## src/rtl/datapath_wide.sv

```systemverilog
// datapath_wide: accumulator datapath with a register file, single-cycle
// ALU/transfer ops and a two-phase FIM register-pair load from the data bus.
// Optional feature: define DATAPATH_DAA_EN to enable decimal adjust (op C);
// without it op C is a NOP that still pulses done.
module datapath_wide #(
    parameter int  DATA_W   = 4,
    parameter int  NUM_REGS = 16,
    localparam int RI_W     = $clog2(NUM_REGS)
) (
    input  logic                clock,
    input  logic                reset,
    input  logic                op_valid,
    input  logic [3:0]          op,
    input  logic [RI_W-1:0]     operand,
    input  logic [DATA_W-1:0]   imm,
    input  logic [DATA_W-1:0]   data,
    input  logic                test,
    output logic                busy,
    output logic                done,
    output logic [DATA_W-1:0]   acc,
    output logic                carry,
    output logic [DATA_W-1:0]   regval,
    output logic [2*DATA_W-1:0] pair_out,
    output logic                reg_is_zero,
    output logic                take_branch
);

    typedef enum logic [3:0] {
        OP_NOP  = 4'h0, OP_LD  = 4'h1, OP_XCH = 4'h2, OP_ADD = 4'h3,
        OP_SUB  = 4'h4, OP_INC = 4'h5, OP_LDM = 4'h6, OP_CLB = 4'h7,
        OP_RAL  = 4'h8, OP_RAR = 4'h9, OP_CMA = 4'hA, OP_TCC = 4'hB,
        OP_DAA  = 4'hC, OP_FIM = 4'hD, OP_WRP = 4'hE, OP_RSVD = 4'hF
    } op_t;

    typedef enum logic [1:0] {
        S_IDLE = 2'd0,
        S_HI   = 2'd1,
        S_LO   = 2'd2
    } fim_state_t;

    fim_state_t        state;
    logic [DATA_W-1:0] regs [NUM_REGS];
    logic [RI_W-1:0]   pair_idx;
    logic [RI_W-1:0]   even_idx;
    logic [RI_W-1:0]   odd_idx;
    logic [DATA_W:0]   add_sum;
    logic [DATA_W:0]   sub_sum;
    logic              cond;

    // Read side: live operand selects the register and the pair it belongs to;
    // a write in this cycle only becomes visible after the edge.
    assign even_idx    = {operand[RI_W-1:1], 1'b0};
    assign odd_idx     = {operand[RI_W-1:1], 1'b1};
    assign regval      = regs[operand];
    assign pair_out    = {regs[even_idx], regs[odd_idx]};
    assign reg_is_zero = (regval == '0);

    // Adders for ADD and SUB; carry=1 means "no borrow", so carry itself is
    // the carry-in of the subtract (acc - reg - borrow == acc + ~reg + carry).
    // NOTE: every signal in an always_comb is assigned on every path, otherwise a latch is inferred.
    always_comb begin
        add_sum = {1'b0, acc} + {1'b0, regval}  + {{DATA_W{1'b0}}, carry};
        sub_sum = {1'b0, acc} + {1'b0, ~regval} + {{DATA_W{1'b0}}, carry};
    end

`ifdef DATAPATH_DAA_EN
    logic [DATA_W:0] daa_sum;
    assign daa_sum = {1'b0, acc} + (DATA_W+1)'(6);
`endif

    // Branch condition from the operand's condition field and live flags.
    always_comb begin
        cond        = (operand[0] & test) | (operand[1] & carry) | (operand[2] & (acc == '0));
        take_branch = operand[3] ? ~cond : cond;
    end

    // Command acceptance, single-cycle ops and the FIM sequencer.
    always_ff @(posedge clock) begin
        if (reset) begin
            state    <= S_IDLE;
            busy     <= 1'b0;
            done     <= 1'b0;
            acc      <= '0;
            carry    <= 1'b1;
            pair_idx <= '0;
            // NOTE: the register file is cleared by reset because software relies on reading zeros, so it cannot map to a reset-less RAM.
            for (int i = 0; i < NUM_REGS; i++) begin
                regs[i] <= '0;
            end
        end else begin
            // NOTE: all state here uses non-blocking assignments so every register samples pre-edge values (XCH depends on this).
            done <= 1'b0;
            case (state)
                S_IDLE: begin
                    if (op_valid) begin
                        done <= 1'b1;
                        case (op_t'(op))
                            OP_LD:  acc <= regval;
                            OP_XCH: begin
                                acc            <= regval;
                                regs[operand]  <= acc;
                            end
                            OP_ADD: {carry, acc} <= add_sum;
                            OP_SUB: {carry, acc} <= sub_sum;
                            OP_INC: regs[operand] <= regval + DATA_W'(1);
                            OP_LDM: acc <= imm;
                            OP_CLB: begin
                                acc   <= '0;
                                carry <= 1'b0;
                            end
                            OP_RAL: {carry, acc} <= {acc, carry};
                            OP_RAR: {acc, carry} <= {carry, acc};
                            OP_CMA: acc <= ~acc;
                            OP_TCC: begin
                                acc   <= {{(DATA_W-1){1'b0}}, carry};
                                carry <= 1'b0;
                            end
`ifdef DATAPATH_DAA_EN
                            OP_DAA: begin
                                if ((acc > DATA_W'(9)) || carry) begin
                                    acc <= daa_sum[DATA_W-1:0];
                                    if (daa_sum[DATA_W]) begin
                                        carry <= 1'b1;
                                    end
                                end
                            end
`else
                            OP_DAA: ;
`endif
                            OP_FIM: begin
                                done     <= 1'b0;
                                busy     <= 1'b1;
                                pair_idx <= even_idx;
                                state    <= S_HI;
                            end
                            OP_WRP: regs[operand] <= acc;
                            default: ;
                        endcase
                    end
                end
                S_HI: begin
                    regs[pair_idx] <= data;
                    state          <= S_LO;
                end
                S_LO: begin
                    regs[{pair_idx[RI_W-1:1], 1'b1}] <= data;
                    state <= S_IDLE;
                    busy  <= 1'b0;
                    done  <= 1'b1;
                end
                default: begin
                    state <= S_IDLE;
                    busy  <= 1'b0;
                end
            endcase
        end
    end

endmodule

```

## config.mk

```make
export PLATFORM = sky130hd
export DESIGN_NAME = datapath_wide
export DESIGN_NICKNAME = d
export VERILOG_FILES = /design/src/rtl/datapath_wide.sv
export SDC_FILE = /design/constraint.sdc
export NUM_CORES = 1
export LEC_CHECK = 0
export ABC_AREA = 1
export CORE_UTILIZATION = 30
export DETAILED_ROUTE_END_ITERATION = 8
export MAX_ROUTING_LAYER = met4
export SLEW_MARGIN = 20
export SYNTH_ARGS = -nofsm -noshare
export SYNTH_HDL_FRONTEND = slang
export SYNTH_SLANG_ARGS = --single-unit
```

## constraint.sdc

```tcl
create_clock -name clock -period 3.5 [get_ports clock]
set_clock_uncertainty 0.1 [all_clocks]
set_input_delay 0.35 -clock clock [delete_from_list [all_inputs] [get_ports clock]]
set_output_delay 0.35 -clock clock [all_outputs]
set_load 0.05 [all_outputs]
```

# == Word level (Yosys, flattened, before mapping) ==
# Memories as Yosys holds them, arrays and structs flattened.
# Cells that the tools add are included.
# op_classes
bitwise_logic,11
div,0
n_mux,46
add_sub_neg,5
n_reduce_logical,15
n_eq_ne,17
multipliers,0
magnitude_cmp,0
shifts,0
# op_table
cell,count
case mux 4 bit (9 select lines),1
two-way mux 4 bit,8
two-way mux 1 bit,31
"== test 4 bit, second input constant",6
"== test 4 x 3 -> 1 bit, second input constant",4
AND reduction 3 bit,4
OR reduction 4 bit,3
adder 4 x 4 -> 5 bit,2
adder 5 x 1 -> 5 bit,2
nonzero test 9 bit,1
"== test 4 x 2 -> 1 bit, second input constant",2
logical NOT 4 bit,2
NOT 4 bit,2
case mux 1 bit (5 select lines),1
nonzero test 5 bit,1
"adder 4 x 1 -> 4 bit, second input constant",1
"== test 4 x 1 -> 1 bit, second input constant",1
two-way mux 2 bit,2
bitwise OR 1 bit,4
case mux 1 bit (2 select lines),2
case mux 2 bit (2 select lines),1
OR reduction 2 bit,2
AND 1 bit,3
"== test 2 x 1 -> 1 bit, second input constant",1
other kinds (6),7
# totals
latchBits,0
reg_bits,12
rom_bits,0
memories,1
mem_bits_rw,64
word_cells,101
input_bits,20
# memory_table
memory,words,word_bits,rd,rd_ports_with_merged_regs,write_ports,line_no,rtl
regs,16,4,3,0,16,42,logic [DATA_W-1:0] regs [NUM_REGS];

# == Longest topological paths before layout ==
# Gate-level depths: netlist (run 1).
# depth
word_depth,12
ltp_mapped,23

# == Worst setup path before layout (run 1) ==
# Ideal clock, no wire load.
# synth_path
kind,in2reg
start,in operand[1]
end,reg acc[1]
path_slack_ns,0.530
arrival_time_ns,2.739
setup_ns,0.132
stages,19
cell_sequence,buf_6 > inv_4 > buf_4 > nand2_1 > nand3_1 > nand3_1 > nand2_1 > inv_2 > nand2_2 > inv_1 > fa_1 > inv_1 > fa_1 > nand4_1 > o21ai_0 > a21oi_1 > o211ai_1 > nand2_1 > a21oi_1
# synth_via
elab_chain_len,5
# synth_lines
item,line_no,rtl
from (decl),14,"input logic [RI_W-1:0] operand,"
memory (16 x 4 bit) *,n/a,
net regval[0],22,"output logic [DATA_W-1:0] regval,"
NOT 4 bit,63,"sub_sum = {1'b0, acc} + {1'b0, ~regval} + {{DATA_W{1'b0}}, carry};"
adder 4 x 4 -> 5 bit,63,
adder 5 x 1 -> 5 bit,63,
case mux 4 bit (9 select lines) *,97,case (op_t'(op))
to (signal assigned),98,OP_LD: acc <= regval;
to (signal assigned),100,acc <= regval;
to (signal assigned),103,"OP_ADD: {carry, acc} <= add_sum;"
to (decl),20,"output logic [DATA_W-1:0] acc,"
# The timed path passes the listed nets; every way through them passes the cells marked *.
# A chain may end at the register's enable or synchronous reset.

# == Worst setup path in the final report (run 1) ==
# layout_path
start,in operand[1]
end,reg acc[1]
# layout_via
elab_chain_len,5
# layout_lines
item,line_no
memory (16 x 4 bit) *,n/a
NOT 4 bit,63
adder 4 x 4 -> 5 bit,63
adder 5 x 1 -> 5 bit,63
case mux 4 bit (9 select lines) *,97
# Every way passes the cells marked *; elsewhere a longest branch is shown, timed or not.

==> run summary, run 1 <==
outcome -> completed
Root Driver -> clkbuf_16
CTS Sinks -> 76
post-CTS sizing -> 0
YS warnings -> 0
drc violations -> 0
later-pin clock latency in the skew report -> 0.34 ns
Die Span Y -> 134 µm
crit path DAT -> 3.25 ns
number of H-tree levels -> 3
post-place setup slack -> 0.0552 ns
synthesized area -> 5220 µm²
Slew HR -> 32.1%
setup_tns -> 0 ns
Req. time, crit path -> 3.60 ns
clock buffer depth -> 2
Antenna Cells -> 0
pin count of the biggest net entering global routing -> 21
DRT Pass-1 Iters -> 5
WL final -> 16.7 mm
Syn Nets -> 712
Synth Register Bits -> 76
Starting DRT DRC Count -> 543
total CTS buffers -> 9
antenna viol nets, final -> 0
Reg2Reg Capture Point -> acc[2]$_SDFFE_PP0P_
Placed Cells -> 938
Total Routing Usage GR -> 19.7%
Register-to-Register Path Depth -> 15
Max Fclk -> 0.318 GHz
Hold Crit Depth -> 2
worst hold path startpoint -> busy$_SDFFE_PP0P_
Die W -> 134 µm
fillers -> 1727
Fin. Hold Viols -> 0
DR vias -> 4979
Post-Layout Cell Count -> 954
critical path endpoint category -> flop
CTS tree -> built
reg2reg start -> regs[4][0]$_DFFE_PP_
core area -> 16800 µm²
final setup violating endpoints -> 0
Overflow after GRT -> 0
final core utilization -> 37.8%
antenna violations before repair -> 0
sequential fraction of the synthesis area -> 41.4%
setup bufs post-CTS -> 0
library cells used by synthesis -> 41
nets@finish -> 762
io pins -> 41
LEAKAGE -> 2.60 nW
PnR worst setup slack -> 0.356 ns
via/cell ratio -> 5.22
clk slew on worst S/H paths -> 0.06 ns
peak fanout along the critical path -> 20
Setup CP Type -> in -> reg
hold crit path type -> reg -> reg
Initial Util -> 31.1%
multi-input gate area in the final layout -> 2560 µm²
PD cells -> 434 nW/µm²
Worst setup SP type -> primary input
Fin Hold WS -> 0.395 ns
worst reg-to-reg setup slack -> 0.80 ns
Hold Path Sink -> busy$_SDFFE_PP0P_
die area -> 17900 µm²
min cycle time layout -> 3.14 ns
row cnt -> 47
Area growth, synth to finish -> 21.8%
Worst-Margin Slew -> 1.02 ns
FF+latch area -> 2160 µm²
IO buf count -> 40
final critical-path share of the clock period -> 89.8%
vias in the first global route -> 4811
MaxCap Viol Count -> 0
first-pass GRT wire length -> 26.2 mm
Cells after Synth -> 679
RSZ-0062 raised after global routing -> false
GPL Wtd Cong -> 0.916
Worst VDD drop -> 0.000275 V
Hold Buf Count CTS -> 0
max-slew violations -> 0
synthesized area per cell -> 7.69 µm²
DP HPWL -> 12.4 mm
fraction of layout cells with a size suffix above 1 -> 14.6%
WL per Instance -> 17.5 µm
==> flip-flops by register name, indices dropped and copies added (netlist names) <==
signal / count
regs: 64
acc: 4
pair_idx: 3
state: 2
busy: 1
carry: 1
done: 1
==> cell usage after synthesis <==
cell type / number / area share, %
nor2_8: 1 / 0.38
a21oi_1: 40 / 3.8
nand4_1: 7 / 0.84
o21ai_1: 4 / 0.38
inv_1: 79 / 5.7
nor3_2: 1 / 0.19
nor2_2: 7 / 0.84
and2_1: 2 / 0.24
buf_4: 3 / 0.43
buf_2: 8 / 0.77
nor2_4: 5 / 1.1
xnor2_1: 1 / 0.17
o22ai_1: 35 / 4.2
o21a_1: 1 / 0.14
o211ai_1: 2 / 0.29
nor3_1: 10 / 0.96
o21ai_0: 20 / 1.9
buf_1: 1 / 0.072
inv_4: 1 / 0.12
nor2_1: 50 / 3.6
edfxtp_1: 64 / 37
xor2_1: 3 / 0.50
nor3b_1: 1 / 0.14
o31ai_1: 1 / 0.14
or4_1: 4 / 0.58
inv_2: 8 / 0.58
a2111o_1: 2 / 0.43
nand3_2: 11 / 2.1
nand2_2: 5 / 0.60
nand2_1: 187 / 13
buf_6: 5 / 1.1
dfxtp_1: 12 / 4.6
o21ai_2: 12 / 2.0
o31ai_2: 1 / 0.24
nand3_4: 1 / 0.34
o221ai_1: 1 / 0.17
clkinv_1: 3 / 0.22
ha_1: 9 / 2.2
nand3_1: 59 / 5.7
fa_1: 4 / 1.5
clkbuf_1: 8 / 0.58
==> cell usage in the layout, fill, tap and decap left out, types with 8 or more instances in the layout <==
cell type	count
clkbuf_16	9
clkdlybuf4s50_1	26
nor2_1	50
inv_1	79
a21oi_1	40
ha_1	9
buf_4	30
edfxtp_1	64
o22ai_1	35
dfxtp_1	12
nor3_1	10
buf_12	8
inv_2	8
o21ai_0	20
o21ai_2	12
nand3_2	11
nand2_1	187
nand3_1	59
==> cell families (layout without fill, tap and decap cells) <==
family,after synthesis,in the layout,synth area share (%)
fa+ha+maj,13,13,3.69
compound gates,119,119,13.8
buf+inv,116,171,9.51
flops,76,76,41.4
xor+xnor,4,4,0.671
simple gates,351,351,31.0
==> how the worst max path moves through the flow <==
| stage | start | endpoint | slack, ns | cells after the start |
|---|---|---|---|---|
| global placement | operand[1] | acc[2]$_SDFFE_PP0P_ | 0.13 | 15 |
| finish | operand[1] | acc[1]$_SDFFE_PP0P_ | 0.36 | 20 |
| global route | operand[1] | acc[2]$_SDFFE_PP0P_ | 0.13 | 19 |
| CTS | operand[1] | acc[1]$_SDFFE_PP0P_ | 0.39 | 20 |
| floorplan | operand[1] | acc[1]$_SDFFE_PP0P_ | 0.53 | 19 |
| detailed placement | operand[1] | acc[1]$_SDFFE_PP0P_ | 0.06 | 20 |
==> stage by stage <==
| step | instance area, µm² | power, mW |
|---|---|---|
| 2_1_floorplan | 5220 | 1.39 |
| 3_3_place_gp | 5990 | 1.61 |
| 3_5_place_dp | 5990 | 1.61 |
| 4_1_cts | 6360 | 2.76 |
| 5_1_grt | 6360 | 2.84 |
| 6_report | 6360 | 2.76 |
==> metal layers <==
layer,global-route usage (%),vias up,wire length [µm]
met5,-,-,0
met4,7.07,0,422
met3,2.68,36,1140
met2,31.4,199,7850
met1,25.5,2353,7290
li1,-,2391,-
==> where the power goes <==
group	internal, mW	switching [mW]	total [mW]	leakage [nW]
Combinational	0.195	0.372	0.567	1.67
Sequential	1.01	0.0208	1.03	0.759
Clock	0.774	0.391	1.16	0.180
Total	1.98	0.784	2.76	2.60
==> worst max-delay path, cell delays in order <==
cell and delay [ns]:
clkdlybuf4s50_1 0.53, inv_4 0.28, nand2_1 0.10, nand2_1 0.09, nand2_1 0.05, nand2_1 0.06, nand2_1 0.05, nand2_1 0.07
inv_2 0.04, nand2_2 0.09, inv_1 0.09, fa_1 0.39, inv_1 0.08, fa_1 0.41, nand4_1 0.10, o21ai_0 0.08
a21oi_1 0.13, o211ai_1 0.11, nand2_1 0.08, a21oi_1 0.05
==> area by class of cell <==
type,instances,share of cell area (%)
Clock buffer,9,3.54
Inverter,91,5.41
Timing Repair Buffer,64,10.1
Clock inverter,7,2.30
Sequential cell,76,34.0
Tap cell,220,4.33
Multi-Input combinational cell,487,40.3
(Power assumes the default switching activity.)
==> run 2: changes to the inputs <==
--- a/config.mk
+++ b/config.mk
@@ -9,7 +9,7 @@
 export CORE_UTILIZATION = 30
 export DETAILED_ROUTE_END_ITERATION = 8
 export MAX_ROUTING_LAYER = met4
-export SLEW_MARGIN = 20
+export SLEW_MARGIN = 15
 export SYNTH_ARGS = -nofsm -noshare
 export SYNTH_HDL_FRONTEND = slang
 export SYNTH_SLANG_ARGS = --single-unit
==> results of run 2 <==
No change in the layout: final DEF, timing and power equal those of run 1.
==> edit (settings of run 1) <==
Put a register stage on the outputs `pair_out` and `reg_is_zero`, cleared by the reset. The values now appear one clock later. The other outputs are not delayed to match.
--- a/src/rtl/datapath_wide.sv
+++ b/src/rtl/datapath_wide.sv
@@ -54,4 +54,11 @@
     assign regval      = regs[operand];
-    assign pair_out    = {regs[even_idx], regs[odd_idx]};
-    assign reg_is_zero = (regval == '0);
+    always_ff @(posedge clock) begin
+        if (reset) begin
+            pair_out    <= '0;
+            reg_is_zero <= '0;
+        end else begin
+            pair_out    <= {regs[even_idx], regs[odd_idx]};
+            reg_is_zero <= (regval == '0);
+        end
+    end
 
Function: changed (Yosys sat finds a counterexample within 4 cycles, from zero or initial values and one cycle with reset high).
==> edit against run 1 <==
Worst setup slack better by 0.020 ns. Final area up 2.9%. Total power down 3.2%. Worst hold slack worse by 0.027 ns. Synthesized area up 5.8%. Sequential cell count up 9. Sequential share of layout area up 1.8 points. Utilization down 1.5 points. Wire length up 0.70%.
==> edit: results (changes against run 1) <==
Worst Max-Slew Pin Slew=1.01 ns (-0.00571 ns); WP data arrival=3.26 ns (about the same); met2 global-route usage=0.298 (-0.0159); global-route wire length before repair=26100 um (-0.45%); share of layout cells above drive strength 1=0.140 (-0.00554); Slowest Stage Delay on Critical Path=0.44 ns (-0.09 ns); total track usage=0.192 (-0.00540); met3 usage=0.0302 (+0.00334); inverters=90 (-1.1%); WL met2=7590 um (-3.3%); area post-placement=6240 um^2 (+4.1%); Worst R2R Start=regs[10][0]; Filler Cells Inserted=1884 (+9.1%); signal buffers share of area=0.0951 (-0.00635); Clock buffer cells=11 (+2); commonest cells in the netlist=nand2_1, inv_1, nand3_1; XOR/XNOR share of the synthesized area=0.00612 (-0.000593); 1st-iter DRT viols=524 (-3.5%); dpl ws=0.0509 ns (-0.00437 ns); Worst VDD drop=0.191 mV (-30%); Top Registers=regs: 64 flops, pair_out: 8 flops, acc: 4 flops; GR Layer Usage met1=0.248 (-0.00775); multi-input logic area=2640 um^2 (+3.0%); top area cells in the synthesized netlist=edfxtp_1, nand2_1, dfxtp_1; Vias/cell=5.16 (-1.2%); gpl congestion=0.926 (+1.1%); WL met1=7440 um (+1.9%); sequential power share=0.428 (+0.055); Non-clock buffers=63 (-1.6%); status=completed; Synth Register Bits=85 (+12%); FF-to-FF setup slack=0.88 ns (+0.08 ns); register share of the cell area=0.358 (+0.0178); Clock Network Area Fraction=0.0478 (-0.0107); Routed Wire Length=16800 um (+0.70%); Synth Area in Adders=0.0349 (-0.00201); Placed Instances=976 (+4.1%); WL met3=1220 um (+7.8%); switch share=0.301 (+0.0177); Synth cell types=43 (+4.9%); Peak Freq=0.320 GHz (+0.64%); Compound-Gate Fraction of Synth Area=0.110 (-0.0277); vias in the first global route=4822 (+0.23%); Post-layout nets=791 (+3.8%)
-- edit: logic make-up after synthesis --
logic type	Yosys count
buf+inv	115
flops	85
fa+ha+maj	13
compound gates	104
simple gates	389
xor+xnor	3
-- edit: critical path, delay by kind of cell --
kind | cells | cell delay, ns
AOI/OAI and AO/OA | 4 | 0.44
adders and majority gates | 2 | 0.80
buffers and inverters | 6 | 1.07
and+or+nand+nor | 7 | 0.59
-- edit: metrics by stage --
stage	total power, mW	util
after floorplan	1.49	-
after global placement	1.69	0.346
after global routing	2.76	0.363
after CTS	2.67	0.363
after detailed placement	1.69	0.346
final	2.67	0.363
-- edit: worst max path at each step --
stage,from,endpoint,cells past startpoint
6_report,operand[1],acc[1],19
5_1_grt,operand[1],acc[1],19
4_1_cts,operand[1],acc[1],19
3_5_place_dp,operand[1],acc[1],19
3_3_place_gp,operand[1],acc[1],19
2_1_floorplan,operand[1],acc[1],19
